==> src/rtl/ttl_key_code_debouncer.sv <==
// Debounces the active-low BCD code from a 74147 keypad encoder and queues each
// newly settled key press (1..9) into a small FIFO with a read handshake.
module ttl_key_code_debouncer #(
  parameter int DEBOUNCE   = 4,
  parameter int FIFO_DEPTH = 4,
  parameter int DELAY_RISE = 0,
  parameter int DELAY_FALL = 0
) (
  input  logic                         Clk,
  input  logic                         Clear,
  input  logic [3:0]                   Y_bar,
  input  logic                         Read,
  output logic [3:0]                   Code,
  output logic                         Valid,
  output logic [$clog2(FIFO_DEPTH):0]  Count,
  output logic                         Overflow
);

  localparam int AW = $clog2(FIFO_DEPTH);
  localparam int CW = AW + 1;
  localparam int NW = $clog2(DEBOUNCE + 1);
  localparam logic [NW-1:0] DB_MAX   = NW'(DEBOUNCE);
  localparam logic [NW-1:0] DB_PRE   = NW'(DEBOUNCE - 1);
  localparam logic [CW-1:0] CNT_FULL = CW'(FIFO_DEPTH);

  typedef enum logic {IDLE, HELD} state_t;

  logic [3:0]    samp;
  logic [3:0]    cand;
  logic [NW-1:0] cnt;
  logic          accept;

  state_t        state;
  state_t        state_next;
  logic [3:0]    held;
  logic [3:0]    held_next;
  logic          push_req;
  logic          key_ok;

  logic [3:0]    mem [FIFO_DEPTH];
  logic [AW-1:0] rd_ptr;
  logic [AW-1:0] wr_ptr;
  logic [CW-1:0] count;
  logic          ovf;
  logic          pop;
  logic          full;
  logic          do_push;

  // The accept pulse is raised on the edge where cnt first reaches DEBOUNCE,
  // so the FSM acts on the settled cand one edge later.
  always_ff @(posedge Clk) begin
    if (Clear) begin
      samp   <= 4'd0;
      cand   <= 4'd0;
      cnt    <= '0;
      accept <= 1'b0;
    end else begin
      samp <= ~Y_bar;
      if (samp != cand) begin
        cand   <= samp;
        cnt    <= NW'(1);
        accept <= (DEBOUNCE == 1);
      end else begin
        if (cnt != DB_MAX) cnt <= cnt + 1'b1;
        accept <= (cnt == DB_PRE);
      end
    end
  end

  always_ff @(posedge Clk) begin
    if (Clear) begin
      state <= IDLE;
      held  <= 4'd0;
    end else begin
      state <= state_next;
      held  <= held_next;
    end
  end

  assign key_ok = (cand >= 4'd1) && (cand <= 4'd9);

  always_comb begin
    state_next = state;
    held_next  = held;
    push_req   = 1'b0;
    if (accept) begin
      case (state)
        IDLE: begin
          if (key_ok) begin
            push_req   = 1'b1;
            held_next  = cand;
            state_next = HELD;
          end
        end
        HELD: begin
          if (cand == 4'd0) begin
            state_next = IDLE;
          end else if (key_ok && (cand != held)) begin
            push_req  = 1'b1;
            held_next = cand;
          end
        end
        default: state_next = IDLE;
      endcase
    end
  end

  // A pop on the same edge frees a slot, so a push into a full FIFO still lands.
  assign pop     = Read && (count != '0);
  assign full    = (count == CNT_FULL);
  assign do_push = push_req && (!full || pop);

  always_ff @(posedge Clk) begin
    if (Clear) begin
      rd_ptr <= '0;
      wr_ptr <= '0;
      count  <= '0;
      ovf    <= 1'b0;
    end else begin
      if (do_push) wr_ptr <= wr_ptr + 1'b1;
      if (pop)     rd_ptr <= rd_ptr + 1'b1;
      if (do_push && !pop)      count <= count + 1'b1;
      else if (!do_push && pop) count <= count - 1'b1;
      if (push_req && !do_push) ovf <= 1'b1;
    end
  end

  always_ff @(posedge Clk) begin
    if (do_push) mem[wr_ptr] <= cand;
  end

  // Propagation delays are a simulation-model notion; the clocked outputs are zero-delay.
  if (DELAY_RISE >= 0 && DELAY_FALL >= 0) begin : g_out
    assign Valid    = (count != '0);
    assign Code     = Valid ? mem[rd_ptr] : 4'd0;
    assign Count    = count;
    assign Overflow = ovf;
  end

endmodule

==> config.mk <==
export PLATFORM = sky130hd
export DESIGN_NAME = ttl_key_code_debouncer
export DESIGN_NICKNAME = d
export VERILOG_FILES = /design/src/rtl/ttl_key_code_debouncer.sv
export SDC_FILE = /design/constraint.sdc
export NUM_CORES = 1
export LEC_CHECK = 0
export CAP_MARGIN = 30
export CORE_MARGIN = 3
export CORE_UTILIZATION = 40
export CTS_CLUSTER_SIZE = 28
export DETAILED_ROUTE_END_ITERATION = 8
export PLACE_DENSITY = 0.62
export SLEW_MARGIN = 20
export SYNTH_ARGS = -nofsm -noshare
export SYNTH_HDL_FRONTEND = slang
export SYNTH_SLANG_ARGS = --single-unit
==> constraint.sdc <==
create_clock -name Clk -period 2.28 [get_ports Clk]
set_input_delay 0.456 -clock Clk [delete_from_list [all_inputs] [get_ports Clk]]
set_output_delay 0.456 -clock Clk [all_outputs]
set_load 0.03 [all_outputs]
==> impl_metrics.csv, run 1 <==
group,metric,value,unit
logic_synthesis,ys.flop_type,"dfxtp_1",
setup_path,cp-start-kind,"register",
global_route,grt_pass1_vias,1110,
logic_synthesis,synth.net_count,162,
power_and_ir_drop,powerDensity,874,nW/um2
cts,htree_levels,2,
sta,rsz0062_at_grt,"yes",
power_and_ir_drop,power,1.99,mW
power_and_ir_drop,pwr-share-clk,23.6,%
power_and_ir_drop,seqPwrFrac,45.3,%
sta,fmax,457,MHz
floorplanning,core_area,4170,um2
routing,routed-via-count,1098,
logic_synthesis,syn_avg_cell_area,12.4,um2
cts,clk_pin_slew,0.08,ns
sta,min_period,2.19,ns
global_route,overflow,0,
sta,holdWs,0.475,ns
logic_synthesis,yosysUniqueCellTypes,31,
logic_synthesis,ys_seq_area_share,56.3,%
setup_path,cp.required,2.51,ns
final_layout,nets,194,
floorplanning,dieHeight,73.3,um
power_and_ir_drop,irDropWorstVdd,0.403,mV
final_layout,nFillCells,356,
worst_hold_path,min-delay-path-class,"reg -> reg",
power_and_ir_drop,p_sw_share,32.9,%
routing,wl_met2,1650,um
global_route,grt_max_degree,15,
routing,drc,0,
placed_design,numPortBuffers,15,
logic_synthesis,synth-edff-count,16,
status,status,"finished, final reports clean",
job,drv_cap,0,
routing,dr.max_layer_used,"met4",
floorplanning,num_rows,23,
floorplanning,ios,16,
setup_path,reg2reg_depth,10,
cts,clockBufferDepth,2,
routing,drt-vias-per-instance,4.79,
floorplanning,start_util,43.5,%
cts,cts_buffers,5,
logic_synthesis,ys_warn_count,0,
power_and_ir_drop,p_leak,0.876,nW
sta,worstMarginPinSlew,0.330,ns
global_route,track_usage,13.0,%
global_route,antenna_found_initial,0,
final_layout,drive_gt1_share,27.9,%
sta,slew_viol_final,0,
logic_synthesis,async_flop_share,0,%
floorplanning,dieArea,5380,um2
routing,routed_wl,3090,um
logic_synthesis,synth_seq_cells,43,
sta,finalHoldViolations,0,
routing,drt-met1-wl,1290,um
routing,drt_iter0_drc,35,
logic_synthesis,synth_area,1810,um2
final_layout,areaGrowthSynthToFinish,25.4,%
sta,clock_skew,0.00453,ns
cts,clkLatencyLatePin,0.29,ns
logic_synthesis,synth_cells,146,
placed_design,dpl.hpwl,2370,um
setup_path,cp_max_fo,5,
floorplanning,die_x,73.3,um
power_and_ir_drop,switching_power,0.655,mW
routing,met3_length,97,um
cts,ctsHoldBuffers,0,
setup_path,cp.arrival,2.42,ns
routing,wl_per_cell,13.5,um
cts,cts_tree,"yes",
cts,cts-root-buf,"clkbuf_8",
sta,finalSetupViolations,0,
routing,postRouteAntennaNets,0,
routing,firstDrtPassIters,4,
global_route,grt_pass1_wl,5180,um
power_and_ir_drop,p_int,1.33,mW
setup_path,endpoint_kind,"register",
sta,relSlewSlack,77.9,%
cts,clock_sinks,43,
setup_path,worstSetupPathType,"reg -> reg",
placed_design,gp_congestion,0.756,
final_layout,antennaDiodeCount,0,
worst_hold_path,hold_depth,1,
sta,layout_worst_path_cycle_share,96.0,%
power_and_ir_drop,power_frac_comb,31.1,%
## kinds of logic (layout without fill, tap and decap cells)
group	count (synthesis)	count (layout)	synth area share (%)
xor gates and xnor gates	13	13	6.28
muxes	11	11	9.10
AOI/OAI and AO/OA	8	8	2.62
and+or+nand+nor	49	49	16.0
buffers and inverters	13	46	3.10
DFF	43	43	56.3
adders and majority gates	9	9	6.62
## layout by cell type, fill, tap and decap left out, types with 3 or more instances in the layout
cell,n
edfxtp_1,16
buf_4,15
dfxtp_2,3
nor2_1,20
xnor2_1,6
and2_1,8
a21oi_1,5
dfxtp_4,4
xor2_1,4
clkdlybuf4s50_1,10
xor2_2,3
inv_1,7
nor2b_1,4
dfxtp_1,20
ha_1,7
mux2i_1,6
dlygate4sd2_1,5
clkbuf_8,5
mux4_2,4
## synth_stat cells, types with 2 or more instances
| cell type | n | area (um2) |
|---|---|---|
| mux4_2 | 4 | 90.1 |
| and2_1 | 8 | 50.1 |
| or3_1 | 2 | 12.5 |
| clkbuf_1 | 4 | 15.0 |
| dfxtp_1 | 27 | 541 |
| ha_1 | 8 | 100 |
| nor2b_1 | 4 | 25.0 |
| xnor2_1 | 6 | 52.6 |
| inv_1 | 8 | 30.0 |
| mux2i_1 | 6 | 60.1 |
| edfxtp_1 | 16 | 480 |
| nand3_1 | 2 | 10.0 |
| a21oi_1 | 5 | 25.0 |
| xor2_1 | 7 | 61.3 |
| nor2_1 | 20 | 75.1 |
| nand2b_1 | 2 | 12.5 |
| nand2_1 | 3 | 11.3 |
## stage by stage
step / cells / utilization (%) / instance area [um2] / TNS, ns / setup slack, ns
final: 229 / 54.5 / 2270 / 0 / 0.0921
after global routing: 229 / 54.5 / 2270 / -0.00815 / -0.00815
after CTS: 226 / 53.6 / 2230 / 0 / 0.0101
after detailed placement: 215 / 50.8 / 2120 / -0.161 / -0.161
after global placement: 215 / 50.8 / 2120 / -0.103 / -0.103
after floorplan: 146 / - / 1870 / 0 / 0.0121
## power by group through the flow
stage | Sequential (mW) | Combinational (mW) | Clock, mW
after global routing | 0.909 | 0.664 | 0.529
after detailed placement | 0.920 | 0.658 | 0
final | 0.900 | 0.617 | 0.469
after global placement | 0.915 | 0.643 | 0
after floorplan | 0.948 | 0.382 | 0
after CTS | 0.901 | 0.621 | 0.486
## sequential cells by signal, indices dropped and copies added, names as in the netlist, named ones only
register	cells
samp	4
Count	3
state	1
wr_ptr	2
accept	1
mem	16
Overflow	1
rd_ptr	2
cand	4
held	4
cnt	3
## layout make-up
type / count / area (um2) / share of cell area [%]
clock buffers: 5 / 68.8 / 3.03
well taps: 50 / 62.6 / 2.75
multi-input cells: 90 / 797 / 35.0
repair buffers: 30 / 256 / 11.3
inverters: 8 / 30.0 / 1.32
flip-flops and latches: 43 / 1040 / 45.7
clock inverters: 3 / 20.0 / 0.880
## routing by layer
layer / vias up / global-route usage [%]
li1: 550 / -
met4: 0 / 5.43
met2: 21 / 21.7
met5: - / 0
met1: 519 / 14.8
met3: 8 / 4.92
## worst paths after layout
path | start | to | slack, ns
setup reg to reg | cand[3]$_SDFFE_PP0P_ | Count[2]$_SDFFE_PP0P_ | 0.09
hold reg to reg | samp[0]$_SDFF_PP0_ | cand[0]$_SDFFE_PP0P_ | 0.47
hold / removal | samp[0]$_SDFF_PP0_ | cand[0]$_SDFFE_PP0P_ | 0.47
setup / recovery | cand[3]$_SDFFE_PP0P_ | Count[2]$_SDFFE_PP0P_ | 0.09
## critical path, stage by stage (launching register included)
cell and delay, ns:
dfxtp_4 0.38, or4_4 0.55, nand3_4 0.12, a31oi_4 0.04, nor2b_4 0.15, ha_4 0.17
inv_2 0.05, fa_2 0.18, xor2_1 0.07, or3_1 0.31, a21oi_1 0.12
## repair_timing
item / 4_1_cts / 5_1_grt
resized for setup: 7 / 4
setup buffers: 3 / 3
pin swaps: 0 / 9
endpoints found under the setup margin: 6 / 2
Note: power is estimated with default switching activity, not from simulation.
==> inputs of run 2 (changes only) <==
Settings changed: CORE_MARGIN 3 to default, CORE_UTILIZATION 40 to 50, PLACE_DENSITY 0.62 to 0.74.
==> run 2 against run 1 <==
Total power grew 5.8%. Die area down 28%. Clock power up 25%. Clock skew up 0.0091 ns. Flip-flop and latch count unchanged. Worst setup slack got worse by 0.086 ns. Hold slack better by 0.0034 ns. Maximum frequency fell by 3.8%. Critical path type unchanged.
==> impl_metrics.csv, run 2 (synthesis results as in run 1) <==
group,metric,value,unit
status,status,"finished, final reports clean",
final_layout,nFillCells,275,
power_and_ir_drop,irDropWorstVdd,0.547,mV
sta,worstMarginPinSlew,0.394,ns
setup_path,cp.required,2.59,ns
power_and_ir_drop,p_sw_share,30.9,%
setup_path,endpoint_kind,"register",
cts,cts-root-buf,"clkbuf_4",
global_route,grt_pass1_wl,5370,um
placed_design,place_ws,-0.186,ns
sta,clock_skew,0.0137,ns
setup_path,cp.arrival,2.59,ns
power_and_ir_drop,power_frac_comb,29.2,%
cts,clock_sinks,43,
cts,clk_pin_slew,0.12,ns
final_layout,largest_reg_flops,16,
global_route,overflow,0,
floorplanning,num_rows,21,
cts,clockBufferDepth,2,
setup_path,reg2reg_depth,10,
cts,clkLatencyLatePin,0.37,ns
floorplanning,ios,16,
routing,postRouteAntennaNets,0,
final_layout,nets,193,
sta,finalHoldViolations,0,
sta,fin_ws,0.00578,ns
sta,rsz0062_at_grt,"yes",
routing,drt-vias-per-instance,4.83,
final_layout,areaGrowthSynthToFinish,25.1,%
worst_hold_path,min-delay-path-class,"reg -> reg",
floorplanning,die_x,62.2,um
setup_path,worstSetupPathType,"reg -> reg",
routing,firstDrtPassIters,4,
sta,finalSetupViolations,0,
floorplanning,core_area,3420,um2
global_route,grt_max_degree,15,
routing,drc,0,
floorplanning,dieArea,3870,um2
power_and_ir_drop,switching_power,0.650,mW
setup_path,cp_max_fo,5,
routing,routed_wl,2950,um
sta,min_period,2.27,ns
power_and_ir_drop,pwr-share-clk,27.9,%
global_route,grt_pass1_vias,1144,
floorplanning,dieHeight,62.2,um
power_and_ir_drop,seqPwrFrac,42.8,%
placed_design,gp_congestion,0.749,
sta,slew_viol_final,0,
worst_hold_path,hold_depth,1,
sta,relSlewSlack,73.6,%
cts,htree_levels,2,
power_and_ir_drop,p_int,1.45,mW
final_layout,drive_gt1_share,30.3,%
job,drv_cap,0,
final_layout,regMostFlops,"mem",
power_and_ir_drop,p_leak,0.872,nW
setup_path,cp-start-kind,"register",
final_layout,final_cell_mix,"dfxtp_1, nor2_1, edfxtp_1, buf_4, clkdlybuf4s50_1",
global_route,antenna_found_initial,0,
final_layout,layout.area.seq,1040,um2
placed_design,dpl.hpwl,2250,um
final_layout,multi_input_area,801,um2
cts,cts_tree,"yes",
routing,wl_per_cell,13.1,um
placed_design,numPortBuffers,15,
routing,routed-via-count,1083,
global_route,track_usage,18.5,%
sta,layout_worst_path_cycle_share,99.7,%
floorplanning,start_util,53.1,%
sta,setup_tns,0,ns
routing,drt_iter0_drc,20,
final_layout,antennaDiodeCount,0,
sta,fmax,440,MHz
cts,cts_buffers,5,
power_and_ir_drop,power,2.10,mW
power_and_ir_drop,powerDensity,927,nW/um2
==> run 2: path summary, 6_finish.rpt <==
kind | from | to | slack, ns
setup / recovery | cand[2]$_SDFFE_PP0P_ | Count[2]$_SDFFE_PP0P_ | 0.006
hold / removal | samp[1]$_SDFF_PP0_ | cand[1]$_SDFFE_PP0P_ | 0.48
setup reg to reg | cand[2]$_SDFFE_PP0P_ | Count[2]$_SDFFE_PP0P_ | 0.006
hold reg to reg | samp[1]$_SDFF_PP0_ | cand[1]$_SDFFE_PP0P_ | 0.48
==> run 2: routing by layer <==
layer  GRT usage [%]  vias to the layer above  routed length [um]
met3            6.62                        8                 119
li1                -                      555                   -
met5               0                        -                   0
met2            32.0                       19                1580
met1            20.1                      501                1160
met4            9.01                        0                  86
==> run 2: area by class of cell <==
cell class | count | area share [%]
clock buffer | 5 | 1.65
inverter | 8 | 1.32
sequential | 43 | 45.9
tap | 46 | 2.54
timing repair buffer | 29 | 10.3
clock inverter | 3 | 2.98
multi-input combinational | 90 | 35.3
==> run 2: worst max-delay path, cell delays in order, from the launching register on <==
cell	delay, ns
dfxtp_4	0.39
o21ai_4	0.18
nand3_4	0.10
a31oi_4	0.19
nor2b_4	0.21
ha_4	0.15
inv_2	0.03
fa_2	0.32
xor2_1	0.17
or3_1	0.33
a21oi_2	0.13
==> run 2: power by group through the flow <==
stage / Clock (mW) / Sequential, mW / Combinational (mW)
after CTS: 0.604 / 0.903 / 0.633
after global routing: 0.637 / 0.911 / 0.662
after floorplan: 0 / 0.948 / 0.382
after detailed placement: 0 / 0.918 / 0.660
after global placement: 0 / 0.912 / 0.644
final: 0.587 / 0.901 / 0.615
==> run 2: what timing repair did <==
item                       CTS  global route
resized for setup           13             8
gates cloned                 0             0
setup endpoints to repair    6             5
setup buffers                2             0
pin swaps                    2             1
hold buffers                 0             0
==> run 2: through the flow <==
stage / area [um2] / hold slack (ns) / util, % / instances
after floorplan: 1870 / 0.451 / - / 146
after global placement: 2140 / 0.456 / 62.6 / 214
after detailed placement: 2140 / 0.462 / 62.6 / 214
after CTS: 2280 / 0.481 / 66.8 / 224
after global routing: 2270 / 0.498 / 66.4 / 224
final: 2270 / 0.478 / 66.4 / 224
==> inputs of run 3 (changes only) <==
Settings changed: CORE_MARGIN from default to 1.5, CORE_UTILIZATION 50 to 53, CTS_BUF_LIST from default to sky130_fd_sc_hd__clkbuf_8, PLACE_DENSITY 0.74 to 0.78.
==> run 3 against run 2 <==
Die area decreased by 2.3%. Worst setup slack improved by 0.059 ns. Flip-flop and latch count unchanged. Hold slack got worse by 0.0049 ns. Total power decreased by 6.5%. Critical path type unchanged.
==> impl_metrics.csv, run 3 (synthesis results as in run 1) <==
group,metric,value,unit
cts,cts-root-buf,"clkbuf_8",
worst_hold_path,min-delay-path-class,"reg -> reg",
sta,fmax,451,MHz
cts,clkLatencyLatePin,0.29,ns
global_route,grt_pass1_wl,4840,um
cts,clk_pin_slew,0.07,ns
final_layout,nets,189,
global_route,grt_max_degree,16,
floorplanning,start_util,54.8,%
final_layout,regMostFlops,"mem",
setup_path,cp-start-kind,"register",
placed_design,numPortBuffers,15,
sta,holdWs,0.473,ns
floorplanning,dieHeight,61.5,um
final_layout,nFillCells,266,
placed_design,dpl.hpwl,2320,um
power_and_ir_drop,powerDensity,877,nW/um2
power_and_ir_drop,p_leak,0.874,nW
global_route,overflow,0,
placed_design,placedCellCount,210,
global_route,grt_pass1_vias,1077,
routing,firstDrtPassIters,4,
setup_path,cp.arrival,2.43,ns
final_layout,antennaDiodeCount,0,
routing,routed-via-count,1115,
sta,layout_worst_path_cycle_share,97.2,%
routing,drt-vias-per-instance,5.07,
sta,rsz0062_at_grt,"yes",
sta,finalSetupViolations,0,
power_and_ir_drop,power,1.97,mW
job,drv_cap,0,
sta,fin_ws,0.0648,ns
routing,routed_wl,3020,um
placed_design,placed_cell_area,2110,um2
routing,wl_per_cell,13.7,um
cts,cts_buffers,5,
global_route,track_usage,18.7,%
setup_path,worstSetupPathType,"reg -> reg",
floorplanning,dieArea,3780,um2
placed_design,gp_congestion,0.735,
global_route,antenna_found_initial,0,
floorplanning,ios,16,
final_layout,final_cell_mix,"dfxtp_1, nor2_1, edfxtp_1, clkdlybuf4s50_1, buf_4",
final_layout,largest_reg_flops,16,
final_layout,areaGrowthSynthToFinish,23.5,%
placed_design,place_ws,-0.176,ns
sta,clock_skew,0.00801,ns
final_layout,drive_gt1_share,24.7,%
sta,min_period,2.22,ns
routing,postRouteAntennaNets,0,
floorplanning,num_rows,21,
sta,slew_viol_final,0,
cts,htree_levels,2,
setup_path,cp_max_fo,4,
floorplanning,core_area,3310,um2
final_layout,fin_area,2240,um2
cts,clock_sinks,43,
power_and_ir_drop,irDropWorstVdd,0.438,mV
setup_path,endpoint_kind,"register",
routing,drc,0,
status,status,"finished, final reports clean",
sta,finalHoldViolations,0,
sta,worstMarginPinSlew,0.372,ns
sta,relSlewSlack,75.2,%
setup_path,cp.required,2.50,ns
cts,cts_tree,"yes",
routing,drt_iter0_drc,26,
floorplanning,die_x,61.5,um
cts,clockBufferDepth,2,
final_layout,layout.cells.non_filler,220,
-- run 3: cell types whose count changed in the layout (fill, tap and decap cells not counted), sizes merged --
cell / delta
clkinv: +1
clkinvlp: -1
dlymetal6s2s: +1
buf: -4
inv: +1
bufinv: -2
dlygate4sd2: +3
clkbuf: -3
-- run 3: metrics by stage --
stage | util, % | TNS (ns)
finish | 67.7 | 0
global route | 67.7 | -0.0109
CTS | 66.9 | 0
detailed placement | 63.7 | -0.176
global placement | 63.7 | -0.0991
floorplan | - | 0
-- run 3: report_power, final --
part / leakage [nW] / switching, mW / internal (mW)
Sequential: 0.370 / 0.0629 / 0.838
Clock: 0.0524 / 0.232 / 0.240
Combinational: 0.452 / 0.328 / 0.265
-- run 3: layout make-up --
type                    instances  area (um2)  share of cell area [%]
clock inverters                 2        8.76                   0.391
inverters                       8        30.0                    1.34
flip-flops and latches         43        1040                    46.5
well taps                      46        57.6                    2.57
multi-input cells              90         797                    35.6
clock buffers                   6        82.6                    3.69
repair buffers                 25         223                    9.94
-- run 3: path summary, 6_finish.rpt --
kind                        startpoint                    end  slack [ns]  cells past startpoint
setup / recovery  cand[3]$_SDFFE_PP0P_  Count[2]$_SDFFE_PP0P_        0.06                     10
hold / removal      samp[0]$_SDFF_PP0_   cand[0]$_SDFFE_PP0P_        0.47                      1
setup reg to reg  cand[3]$_SDFFE_PP0P_  Count[2]$_SDFFE_PP0P_        0.06                     10
hold reg to reg     samp[0]$_SDFF_PP0_   cand[0]$_SDFFE_PP0P_        0.47                      1
-- run 3: critical path: stages (launching register included) --
cell,delay (ns)
dfxtp_4,0.37
or4_4,0.56
nand3_4,0.11
a31oi_4,0.04
nor2b_4,0.15
ha_4,0.16
inv_1,0.06
fa_2,0.19
xor2_1,0.07
or3_1,0.31
a21oi_1,0.12
-- run 3: metal layers --
layer / vias up / routed length, um / GRT usage [%]
met4: 0 / 61 / 9.12
met2: 19 / 1670 / 33.5
li1: 543 / - / -
met3: 7 / 95 / 5.04
met5: - / 0 / 0
met1: 546 / 1200 / 20.3
-- run 3: repair_timing --
action | CTS | global route
pin swaps | 0 | 3
resized for setup | 7 | 4
hold buffers | 0 | 0
cloned | 0 | 0
buffers inserted | 1 | 1
endpoints found under the setup margin | 5 | 2
endpoints found under the hold margin | 0 | 0
